`config.mk`:
```
export PLATFORM = sky130hd
export DESIGN_NAME = apb_rr_master
export DESIGN_NICKNAME = d
export VERILOG_FILES = /design/src/rtl/apb_rr_master_pkg.sv /design/src/rtl/apb_rr_master_rr_arbiter2.sv /design/src/rtl/apb_rr_master.sv
export SDC_FILE = /design/constraint.sdc
export NUM_CORES = 1
export LEC_CHECK = 0
export ABC_AREA = 1
export CORE_ASPECT_RATIO = 1.2
export CORE_MARGIN = 2
export CORE_UTILIZATION = 40
export CTS_CLUSTER_DIAMETER = 80
export CTS_CLUSTER_SIZE = 40
export DETAILED_ROUTE_END_ITERATION = 8
export DONT_BUFFER_PORTS = 1
export SLEW_MARGIN = 20
export SYNTH_ARGS = -nofsm -noshare
export SYNTH_HDL_FRONTEND = slang
export SYNTH_HIERARCHICAL = 1
export SYNTH_SLANG_ARGS = --single-unit
```
`constraint.sdc`:
```
create_clock -name PCLK -period 1.6 [get_ports PCLK]
set_input_delay 0.08 -clock PCLK [delete_from_list [all_inputs] [get_ports PCLK]]
set_output_delay 0.08 -clock PCLK [all_outputs]
set_load 0.005 [all_outputs]
```
`src/rtl/apb_rr_master_pkg.sv`:
```
// Shared state encodings and slave indices for the two-requester APB master.
package apb_rr_master_pkg;

  localparam logic [1:0] IDLE   = 2'b00;
  localparam logic [1:0] SETUP  = 2'b01;
  localparam logic [1:0] ACCESS = 2'b10;

  // Value of the PADDR MSB that selects each slave
  localparam logic SLV1 = 1'b0;
  localparam logic SLV2 = 1'b1;

endpackage

```
`src/rtl/apb_rr_master_rr_arbiter2.sv`:
```
// Two-way round-robin arbiter: on a tie, the requester that did not win last time gets the grant.
module rr_arbiter2 (
  input  logic [1:0] valid,
  input  logic       last_grant,
  input  logic       en,
  output logic [1:0] grant
);

  always_comb begin
    grant = '0;
    if (en) begin
      if (valid[0] && (!valid[1] || last_grant)) begin
        grant = 2'b01;
      end else if (valid[1]) begin
        grant = 2'b10;
      end
    end
  end

endmodule

```
`src/rtl/apb_rr_master.sv`:
```
// APB master shared by two requesters: round-robin accept, IDLE/SETUP/ACCESS sequencing,
// MSB address decode to two slaves, and a per-requester response with timeout abort.
module apb_rr_master
  import apb_rr_master_pkg::*;
#(
  parameter int DATAWIDTH = 8,
  parameter int ADDRWIDTH = 8,
  parameter int TIMEOUT   = 16
) (
  input  logic                 PCLK,
  input  logic                 PRESET,
  input  logic                 req0_valid,
  input  logic                 req0_write,
  input  logic [ADDRWIDTH-1:0] req0_addr,
  input  logic [DATAWIDTH-1:0] req0_wdata,
  output logic                 req0_ready,
  input  logic                 req1_valid,
  input  logic                 req1_write,
  input  logic [ADDRWIDTH-1:0] req1_addr,
  input  logic [DATAWIDTH-1:0] req1_wdata,
  output logic                 req1_ready,
  output logic                 rsp0_valid,
  output logic [DATAWIDTH-1:0] rsp0_rdata,
  output logic                 rsp0_err,
  output logic                 rsp1_valid,
  output logic [DATAWIDTH-1:0] rsp1_rdata,
  output logic                 rsp1_err,
  output logic                 PSEL1,
  output logic                 PSEL2,
  output logic                 PENABLE,
  output logic                 PWRITE,
  output logic [ADDRWIDTH-1:0] PADDR,
  output logic [DATAWIDTH-1:0] PWDATA,
  input  logic [DATAWIDTH-1:0] PRDATA1,
  input  logic [DATAWIDTH-1:0] PRDATA2,
  input  logic                 PREADY1,
  input  logic                 PREADY2
);

  localparam int CW = $clog2(TIMEOUT) + 1;

  logic [1:0]           state;
  logic                 last_grant;
  logic [CW-1:0]        wcnt;
  logic [1:0]           grant;
  logic                 hs;
  logic                 gid;
  logic                 win_write;
  logic [ADDRWIDTH-1:0] win_addr;
  logic [DATAWIDTH-1:0] win_wdata;
  logic                 pready;
  logic [DATAWIDTH-1:0] prdata;
  logic                 done;
  logic                 timeout_hit;
  logic [DATAWIDTH-1:0] done_rdata;

  rr_arbiter2 u_arb (
    .valid      ({req1_valid, req0_valid}),
    .last_grant (last_grant),
    .en         ((state == IDLE) && !PRESET),
    .grant      (grant)
  );

  assign req0_ready = grant[0];
  assign req1_ready = grant[1];
  assign hs         = |grant;
  assign gid        = grant[1];

  always_comb begin
    win_write = gid ? req1_write : req0_write;
    win_addr  = gid ? req1_addr  : req0_addr;
    win_wdata = gid ? req1_wdata : req0_wdata;
  end

  // PADDR is the latched request address, so it doubles as the slave select for the mux
  always_comb begin
    pready = (PADDR[ADDRWIDTH-1] == SLV2) ? PREADY2 : PREADY1;
    prdata = (PADDR[ADDRWIDTH-1] == SLV2) ? PRDATA2 : PRDATA1;
  end

  assign timeout_hit = (wcnt == CW'(TIMEOUT - 1)) && !pready;
  assign done        = pready || timeout_hit;
  assign done_rdata  = (pready && !PWRITE) ? prdata : '0;

  always_ff @(posedge PCLK) begin
    if (PRESET) begin
      state      <= IDLE;
      last_grant <= 1'b1;
      wcnt       <= '0;
      PSEL1      <= 1'b0;
      PSEL2      <= 1'b0;
      PENABLE    <= 1'b0;
      PWRITE     <= 1'b0;
      PADDR      <= '0;
      PWDATA     <= '0;
      rsp0_valid <= 1'b0;
      rsp0_rdata <= '0;
      rsp0_err   <= 1'b0;
      rsp1_valid <= 1'b0;
      rsp1_rdata <= '0;
      rsp1_err   <= 1'b0;
    end else begin
      rsp0_valid <= 1'b0;
      rsp1_valid <= 1'b0;
      case (state)
        IDLE: begin
          if (hs) begin
            last_grant <= gid;
            PWRITE     <= win_write;
            PADDR      <= win_addr;
            PWDATA     <= win_write ? win_wdata : '0;
            PSEL1      <= (win_addr[ADDRWIDTH-1] == SLV1);
            PSEL2      <= (win_addr[ADDRWIDTH-1] == SLV2);
            state      <= SETUP;
          end
        end
        SETUP: begin
          PENABLE <= 1'b1;
          wcnt    <= '0;
          state   <= ACCESS;
        end
        ACCESS: begin
          if (done) begin
            PSEL1   <= 1'b0;
            PSEL2   <= 1'b0;
            PENABLE <= 1'b0;
            wcnt    <= '0;
            state   <= IDLE;
            // last_grant still names the owner of the transfer in flight
            if (last_grant) begin
              rsp1_valid <= 1'b1;
              rsp1_rdata <= done_rdata;
              rsp1_err   <= !pready;
            end else begin
              rsp0_valid <= 1'b1;
              rsp0_rdata <= done_rdata;
              rsp0_err   <= !pready;
            end
          end else if (wcnt != '1) begin
            wcnt <= wcnt + 1'b1;
          end
        end
        default: begin
          state <= IDLE;
        end
      endcase
    end
  end

endmodule

```
# Word-level counts from Yosys, hierarchy flattened
# Index checks and enable logic that the tools add are counted.
op_classes:
  add_sub_neg: 1
  eq_ne: 7
  n_mux: 24
  bitwise: 4
  reduce_logical: 22
ops:
  columns: ["cell", "count"]
  rows:
  - ["$mux 8", 5]
  - ["$mux 2", 5]
  - ["$mux 5", 2]
  - ["$pmux 5 s2", 1]
  - ["$reduce_and 3->1", 3]
  - ["$reduce_and 2->1", 4]
  - ["$mux 1", 7]
  - ["$pmux 1 s2", 3]
  - ["$pmux 2 s3", 1]
  - ["$add 5x1->5 const B", 1]
  - ["$eq 5x4->1 const B", 1]
  - ["$ne 5x5->1 const B", 1]
  - ["$logic_and 1x1->1", 4]
  - ["$logic_not 1->1", 4]
  - ["$ne 2x2->1 const B", 2]
  - ["$not 1->1", 4]
  - ["$reduce_bool 2->1", 2]
  - ["$ne 3x3->1 const B", 1]
  - ["$reduce_or 3->1", 1]
  - ["$eq 2x1->1 const B", 1]
  - ["$eq 2x2->1 const B", 1]
  - ["$logic_not 2->1", 1]
  - ["$logic_or 1x1->1", 2]
  - ["$reduce_or 2->1", 1]
word_totals:
  register_bits: 48
  word_cells: 73

# Depth between registers and ports, before layout
# Gate-level depths: netlist (run 1).
logic_depth:
  word_depth: 9
  depth_mapped: 12
  depth_no_buf: 12

# By module
# Netlist (run 1), hierarchy kept.
by_module_without_submodules:
  columns: ["module", "instances", "cells_per_inst", "area_each_um2", "seq_area_each_um2"]
  rows:
  - ["apb_rr_master", 1, 364, 2489.9, 960.9]
  - ["rr_arbiter2", 1, 7, 30.0, 0.0]

# Worst setup path before layout (run 1)
# Ideal clock, no wire load.
synth_timing:
  kind: "flip-flop to flip-flop"
  startpoint: "reg state[0]"
  endpoint: "reg PWDATA[0]"
  setup_time_ns: 0.066
  arrival_time_ns: 1.667
  path_slack_ns: -0.133
  stages_incl_launch_ff: 11
  n_path_buf: 1
  path_cell_list: "dfxtp_1 -> inv_2 -> nand2_2 -> nor2_1 -> nand2_1 -> a21oi_1 -> buf_2 -> nand2_1 -> a21oi_4 -> nand2_1 -> a21oi_2"
synth_between:
  elab_chain_len: 5
  word_cells_on_any_way: 8
synth_rtl:
  columns: ["item", "line", "text"]
  rows:
  - ["from (decl)", "apb_rr_master.sv:42", "logic [1:0] state;"]
  - ["from (signal assigned)", "apb_rr_master.sv:87", "state <= IDLE;"]
  - ["from (signal assigned)", "apb_rr_master.sv:114", "state <= SETUP;"]
  - ["from (signal assigned)", "apb_rr_master.sv:120", "state <= ACCESS;"]
  - ["$logic_not 2->1 *", "apb_rr_master.sv:60", ".en ((state == IDLE) && !PRESET),"]
  - ["$logic_and 1x1->1 *", "apb_rr_master.sv:60", null]
  - ["$mux 2 *", "apb_rr_master_rr_arbiter2.sv:11", "if (en) begin"]
  - ["named net req1_ready", "apb_rr_master.sv:21", "output logic req1_ready,"]
  - ["$mux 8, or another cell as far along", "apb_rr_master.sv:72", "win_wdata = gid ? req1_wdata : req0_wdata;"]
  - ["$mux 8 / $reduce_and 2->1 (equally long branches)", null, null]
  - ["to (signal assigned)", "apb_rr_master.sv:111", "PWDATA <= win_write ? win_wdata : '0;"]
  - ["to (decl)", "apb_rr_master.sv:33", "output logic [DATAWIDTH-1:0] PWDATA,"]
# Mark *: on every way through the listed nets, which the timed path passes. The rest lies on a longest branch.
# A chain may end at the register's enable or synchronous reset.

# Worst setup path after layout (run 1)
layout_timing:
  startpoint: "reg wcnt[1]"
  endpoint: "reg rsp0_rdata[4]"
layout_between:
  elab_chain_len: 4
layout_rtl:
  columns: ["item", "line", "text"]
  rows:
  - ["from (decl)", "apb_rr_master.sv:44", "logic [CW-1:0] wcnt;"]
  - ["from (signal assigned)", "apb_rr_master.sv:140", "wcnt <= wcnt + 1'b1;"]
  - ["$eq 5x4->1", "apb_rr_master.sv:81", "assign timeout_hit = (wcnt == CW'(TIMEOUT - 1)) && !pready;"]
  - ["$logic_and 1x1->1", "apb_rr_master.sv:81", null]
  - ["$logic_or 1x1->1", "apb_rr_master.sv:82", "assign done = pready || timeout_hit;"]
  - ["$reduce_and 3->1 (no line)", null, null]
  - ["to (signal assigned)", "apb_rr_master.sv:136", "rsp0_rdata <= done_rdata;"]
  - ["to (decl)", "apb_rr_master.sv:23", "output logic [DATAWIDTH-1:0] rsp0_rdata,"]
# No other way between the ends.

==> results of run 1 <==
layout make-up:
class,instances,area [sq um]
Sequential cell,48,965.9
Inverter,53,203.9
Tap cell,82,102.6
Fill cell,595,2885
Timing Repair Buffer,45,391.6
Multi-Input combinational cell,259,1411
Clock buffer,8,90.09
cell usage after synthesis (all sizes together):
master / count / area [sq um]
nand2: 129 / 526.8
nor2: 63 / 265.3
inv: 53 / 203.9
dfxtp: 48 / 960.9
a21oi: 20 / 145.2
o21ai: 14 / 77.58
buf: 13 / 105.1
nand3: 13 / 102.6
a31oi: 7 / 43.79
ha: 3 / 37.54
nand4: 3 / 18.77
clkbuf: 1 / 3.750
nand3b: 1 / 7.510
nor3: 1 / 5.000
o21a: 1 / 7.510
o221ai: 1 / 8.760
registers in the layout, indices dropped and copies added, names as in the netlist, 2 cells and up:
| register | cells |
|---|---|
| rsp0_rdata | 8 |
| state | 2 |
| wcnt | 5 |
| rsp1_rdata | 8 |
| PWDATA | 8 |
| PADDR | 8 |
logic make-up (layout without fill, tap and decap cells):
group,count (synthesis),count (layout),synth area share [%]
fa+ha+maj,3,3,1.490
simple gates,210,212,36.74
compound gates,43,44,11.22
flops,48,48,38.13
buf+inv,67,106,12.41
metal layers:
layer  up-vias  routed length, um  GRT usage (%)
met5         -                  0              0
met1      1032               2524          18.59
met4         0                169          8.788
met2        93               3135          32.37
met3        13                533          5.368
li1       1215                  -              -
worst paths after layout:
kind | cells after the start | endpoint
worst max-delay path | 10 | rsp0_rdata[4]
worst min-delay path | 1 | PWDATA[3]
worst max register to register | 10 | rsp0_rdata[4]
worst min register to register | 2 | PWDATA[0]
where the power goes:
group,switching [W],total [W],internal (W)
logic,0.000352,0.000606,0.000254
clock network,0.000414,0.000767,0.000354
registers,0.0000625,0.00133,0.00127
critical path: cells and delay by family (launching register included):
kind          cells  cell delay (ns)
fa+ha+maj         2             0.29
buf+inv           1             0.04
flops             1             0.37
simple gates      7             0.82
stage by stage:
step	setup TNS, ns	util (%)	instances	worst slack [ns]
after floorplan	0	-	371	0.01115
after global placement	-0.005765	44.60	463	-0.005765
after detailed placement	-0.4167	44.60	463	-0.04386
after CTS	-0.02823	49.03	486	-0.02823
after global routing	-0.5665	52.32	495	-0.08502
final	0	52.32	495	0.01961
repair_timing:
item | 4_1_cts | 5_1_grt
endpoints found under the hold margin | 25 | 18
setup buffers | 0 | 7
endpoints found under the setup margin | 33 | 43
cloned | 1 | 2
resized for setup | 7 | 34
pin swaps | 3 | 16
==> results.py, run 1 <==
metrics = {
    "clock_network": {
        "cts_sinks": 48,
        "clock_latency_ns": 0.31,
        "cts_buffers": 5,
        "h-tree-depth": 2,
        "cts_root_buf": "clkbuf_8",
        "hold_buffers": 14,
        "clk_path_buf_depth": 2,
        "cts_tree": "done",
        "clkSlewWorstSetupHoldPaths_ns": 0.09,
    },
    "timing": {
        "maxSlewHeadroom_pct": 76.73,
        "skew_ns": 0.004687,
        "fin_crit_ns": 1.580,
        "rsz0062_at_grt": "true",
        "whs_ns": -0.1754,
        "slew_violations": 0,
        "setup_violations": 0,
        "tightest_slew_ns": 0.3481,
        "fmax_mhz": 632.8,
        "hold_viol_final": 18,
        "min_period_over_period_pct": 98.77,
    },
    "synth": {
        "synth-seq-cells": 48,
        "ys.warnings.count": 6,
        "netlist_instances": 371,
        "syn-num-nets": 430,
        "synth.distinct_cells": 30,
        "syn_area_per_cell_sq_um": 6.792,
        "syn_area_sq_um": 2520,
        "ys_seq_area_share_pct": 38.13,
    },
    "critical_path": {
        "crit_start": "wcnt[1]",
        "worstPathArrival_ns": 1.82,
        "cp.required_ns": 1.84,
        "crit_slowest_cell": "dfxtp_2",
        "crit_path_start_kind": "flop",
        "criticalPathCategory": "flop to flop",
        "worstPathCellList": "ha_4 > nand2_4 > nor2_4 > ha_4 > inv_2 > nand3_4 > nand3_2 > nand2_1 > nand2_1 > nor2_1",
        "reg2reg_from": "wcnt[1]",
        "critPathMaxStageDelay_ns": 0.37,
        "ff2ff_setup_slack_ns": 0.02,
        "crit_path_end_kind": "flop",
        "path_max_fanout": 9,
    },
    "pwr": {
        "p_total_w": 0.002707,
        "power_density_nw_per_um2": 855.1,
        "vdd_ir_drop_max_mv": 0.3851,
        "p_leak_nw": 1.490,
    },
    "global_route": {
        "grt_pass1_wl_um": 9991,
        "overflow": 0,
        "grt_max_degree": 20,
        "grtUsageTotal_pct": 17.86,
        "grt_antenna_before_repair": 0,
        "first_global_vias": 2237,
    },
    "status": {
        "status": "finished, violations left",
        "violations": "negative hold slack",
    },
    "floorplanning": {
        "die-area_sq_um": 6953,
        "fp.coreArea_sq_um": 6051,
        "die_h_um": 90.95,
        "num_rows": 31,
        "io_pins": 98,
        "die_w_um": 76.46,
        "initial_core_util_pct": 41.65,
    },
    "placement": {
        "gp_congestion": 0.8416,
        "detailed_place_hpwl_um": 4226,
        "placed_cell_area_sq_um": 2699,
        "io_buffers": 0,
    },
    "cells_and_area": {
        "final_area_sq_um": 3166,
        "antenna_cells": 0,
        "most-common-layout-cells": "105 x nand2_1, 53 x nor2_1, 45 x inv_1",
        "synthToLayoutAreaGrowth_pct": 25.62,
        "final_common_cell": "nand2_1",
        "final_nets": 471,
        "drive_above_1_share_pct": 25.91,
    },
    "routing": {
        "dr.pass1.iters": 4,
        "wirelength_um": 6362,
        "drt_iter0_markers": 96,
        "wl_per_cell_um": 12.85,
        "drc": 0,
        "avgViaCountPerCell": 4.754,
        "vias": 2353,
        "final_antenna_net_count": 0,
    },
    "worst_hold_path": {
        "hold_class": "primary input to flop",
        "min-delay-start": "PRESET",
    },
    "job": {
        "maxCapViolations": 0,
    },
}
Note: power is estimated with default switching activity, not from simulation.
==> run 2, diff against run 1 <==
Settings changed: SETUP_SLACK_MARGIN set to 0.15.
==> run 2 against run 1 <==
Net effect:
- the run still ends with negative hold slack left
- global-route usage increased by 0.25 points
- flip-flop and latch count is the same
- routed wire length rose by 7.2%
- critical path depth stayed put
- largest power group unchanged
==> results.py, run 2 (synthesis gave the netlist of run 1 again) <==
metrics = {
    "routing": {
        "dr.pass1.iters": 4,
        "wl_per_cell_um": 13.39,
        "vias": 2458,
        "wirelength_um": 6817,
        "drt_iter0_markers": 103,
        "final_antenna_net_count": 0,
        "avgViaCountPerCell": 4.829,
        "drc": 0,
    },
    "cells_and_area": {
        "final_nets": 485,
        "final_common_cell": "nand2_1",
        "final_util_pct": 57.88,
        "synthToLayoutAreaGrowth_pct": 38.98,
        "antenna_cells": 0,
        "most-common-layout-cells": "98 x nand2_1, 48 x nor2_1, 44 x dfxtp_1",
        "drive_above_1_share_pct": 33.96,
    },
    "timing": {
        "setup_violations": 0,
        "skew_ns": 0.002135,
        "tightest_slew_ns": 0.4097,
        "whs_ns": -0.1673,
        "rsz0062_at_grt": "true",
        "min_period_over_period_pct": 96.19,
        "maxSlewHeadroom_pct": 72.66,
        "worst_slack_ns": 0.06094,
        "fmax_mhz": 649.7,
        "slew_violations": 0,
        "hold_viol_final": 18,
        "fin_crit_ns": 1.539,
    },
    "worst_hold_path": {
        "hold_class": "primary input to flop",
    },
    "floorplanning": {
        "io_pins": 98,
        "die-area_sq_um": 6953,
        "fp.coreArea_sq_um": 6051,
        "initial_core_util_pct": 41.65,
        "die_w_um": 76.46,
        "num_rows": 31,
        "die_h_um": 90.95,
    },
    "critical_path": {
        "worstPathArrival_ns": 1.75,
        "cp.required_ns": 1.81,
        "crit_slowest_cell": "dfxtp_4",
        "crit_path_start_kind": "flop",
        "path_max_fanout": 5,
        "criticalPathCategory": "flop to flop",
        "critPathMostFrequentCell": "nor2_4",
        "critPathMaxStageDelay_ns": 0.36,
        "worstPathCellList": "inv_4 > nand2_4 > nor2_4 > nand2_2 > a21oi_4 > nor2_2 > nor2_4 > buf_4 > nor2_1 > o21a_1",
        "crit_family": "simple AND/OR/NAND/NOR gates",
        "crit_buf_inv": 2,
        "crit_path_end_kind": "flop",
    },
    "clock_network": {
        "cts_root_buf": "clkbuf_8",
        "cts_sinks": 48,
        "cts_tree": "done",
        "clkSlewWorstSetupHoldPaths_ns": 0.09,
        "h-tree-depth": 2,
        "clock_latency_ns": 0.30,
        "hold_buffers": 14,
        "clk_path_buf_depth": 2,
        "cts_buffers": 5,
    },
    "placement": {
        "dp_slack_ns": 0.003211,
        "io_buffers": 0,
        "gp_congestion": 0.8076,
        "detailed_place_hpwl_um": 4147,
    },
    "global_route": {
        "grt_max_degree": 21,
        "first_global_vias": 2269,
        "overflow": 0,
        "grtUsageTotal_pct": 18.11,
        "grt_antenna_before_repair": 0,
        "grt_pass1_wl_um": 10290,
    },
    "pwr": {
        "p_leak_nw": 1.597,
        "p_comb_share_pct": 25.8,
        "vdd_ir_drop_max_mv": 0.3392,
        "p_total_w": 0.002917,
        "power_density_nw_per_um2": 832.9,
        "p_clk_share_pct": 28.4,
        "seqPwrFrac_pct": 45.8,
        "p_int_w": 0.002006,
        "p_sw_w": 0.0009112,
        "switching_share_pct": 31.24,
    },
    "status": {
        "violations": "negative hold slack",
        "status": "finished, violations left",
    },
    "job": {
        "maxCapViolations": 0,
    },
}
==> run 2: cell type report <==
type,count,area (sq um)
clock buffers,6,93.84
well taps,82,102.6
repair buffers,54,510.5
inverters,53,224.0
fillers,580,2549
flip-flops and latches,48,968.4
clock inverters,2,12.51
multi-input cells,264,1590
==> run 2: power groups by stage <==
stage                     registers, W  logic, W  clock network [W]
final                          0.00134  0.000754           0.000827
after CTS                      0.00134  0.000593           0.000859
after detailed placement       0.00136  0.000518                  0
after global placement         0.00136  0.000509                  0
after floorplan                0.00135  0.000414                  0
after global routing           0.00135  0.000830           0.000895
==> run 2: final timing paths <==
check              end      start  depth (start not counted)  slack (ns)
max             PWRITE   state[0]                         10        0.06
min            PENABLE     PRESET                          1       -0.17
max reg2reg     PWRITE   state[0]                         10        0.06
min reg2reg  PWDATA[6]  PWDATA[6]                          2        0.49
==> run 2: metal layers <==
| layer | global-route usage, % | routed length, um | share of wire (%) |
|---|---|---|---|
| met5 | 0 | 0 | 0 |
| met4 | 6.364 | 161 | 2.4 |
| met3 | 6.461 | 522 | 7.7 |
| met2 | 32.60 | 3408 | 50 |
| met1 | 19.46 | 2725 | 40 |
==> run 2: through the flow <==
| stage | setup TNS, ns | instances | cell area [sq um] | hold WS, ns |
|---|---|---|---|---|
| final | 0 | 509 | 3502 | -0.1673 |
| after global routing | -0.5213 | 509 | 3502 | -0.1933 |
| after CTS | 0 | 487 | 3123 | -0.1881 |
| after detailed placement | 0 | 459 | 2738 | 0.1465 |
| after global placement | 0 | 459 | 2738 | 0.1462 |
| after floorplan | 0 | 371 | 2594 | 0.2156 |
==> run 2: repair_timing <==
| action | 4_1_cts | 5_1_grt |
|---|---|---|
| buffers inserted | 5 | 15 |
| endpoints found under the setup margin | 44 | 49 |
| gates cloned | 1 | 7 |
| endpoints found under the hold margin | 25 | 18 |
| resized for setup | 21 | 51 |
| pin swaps | 19 | 25 |
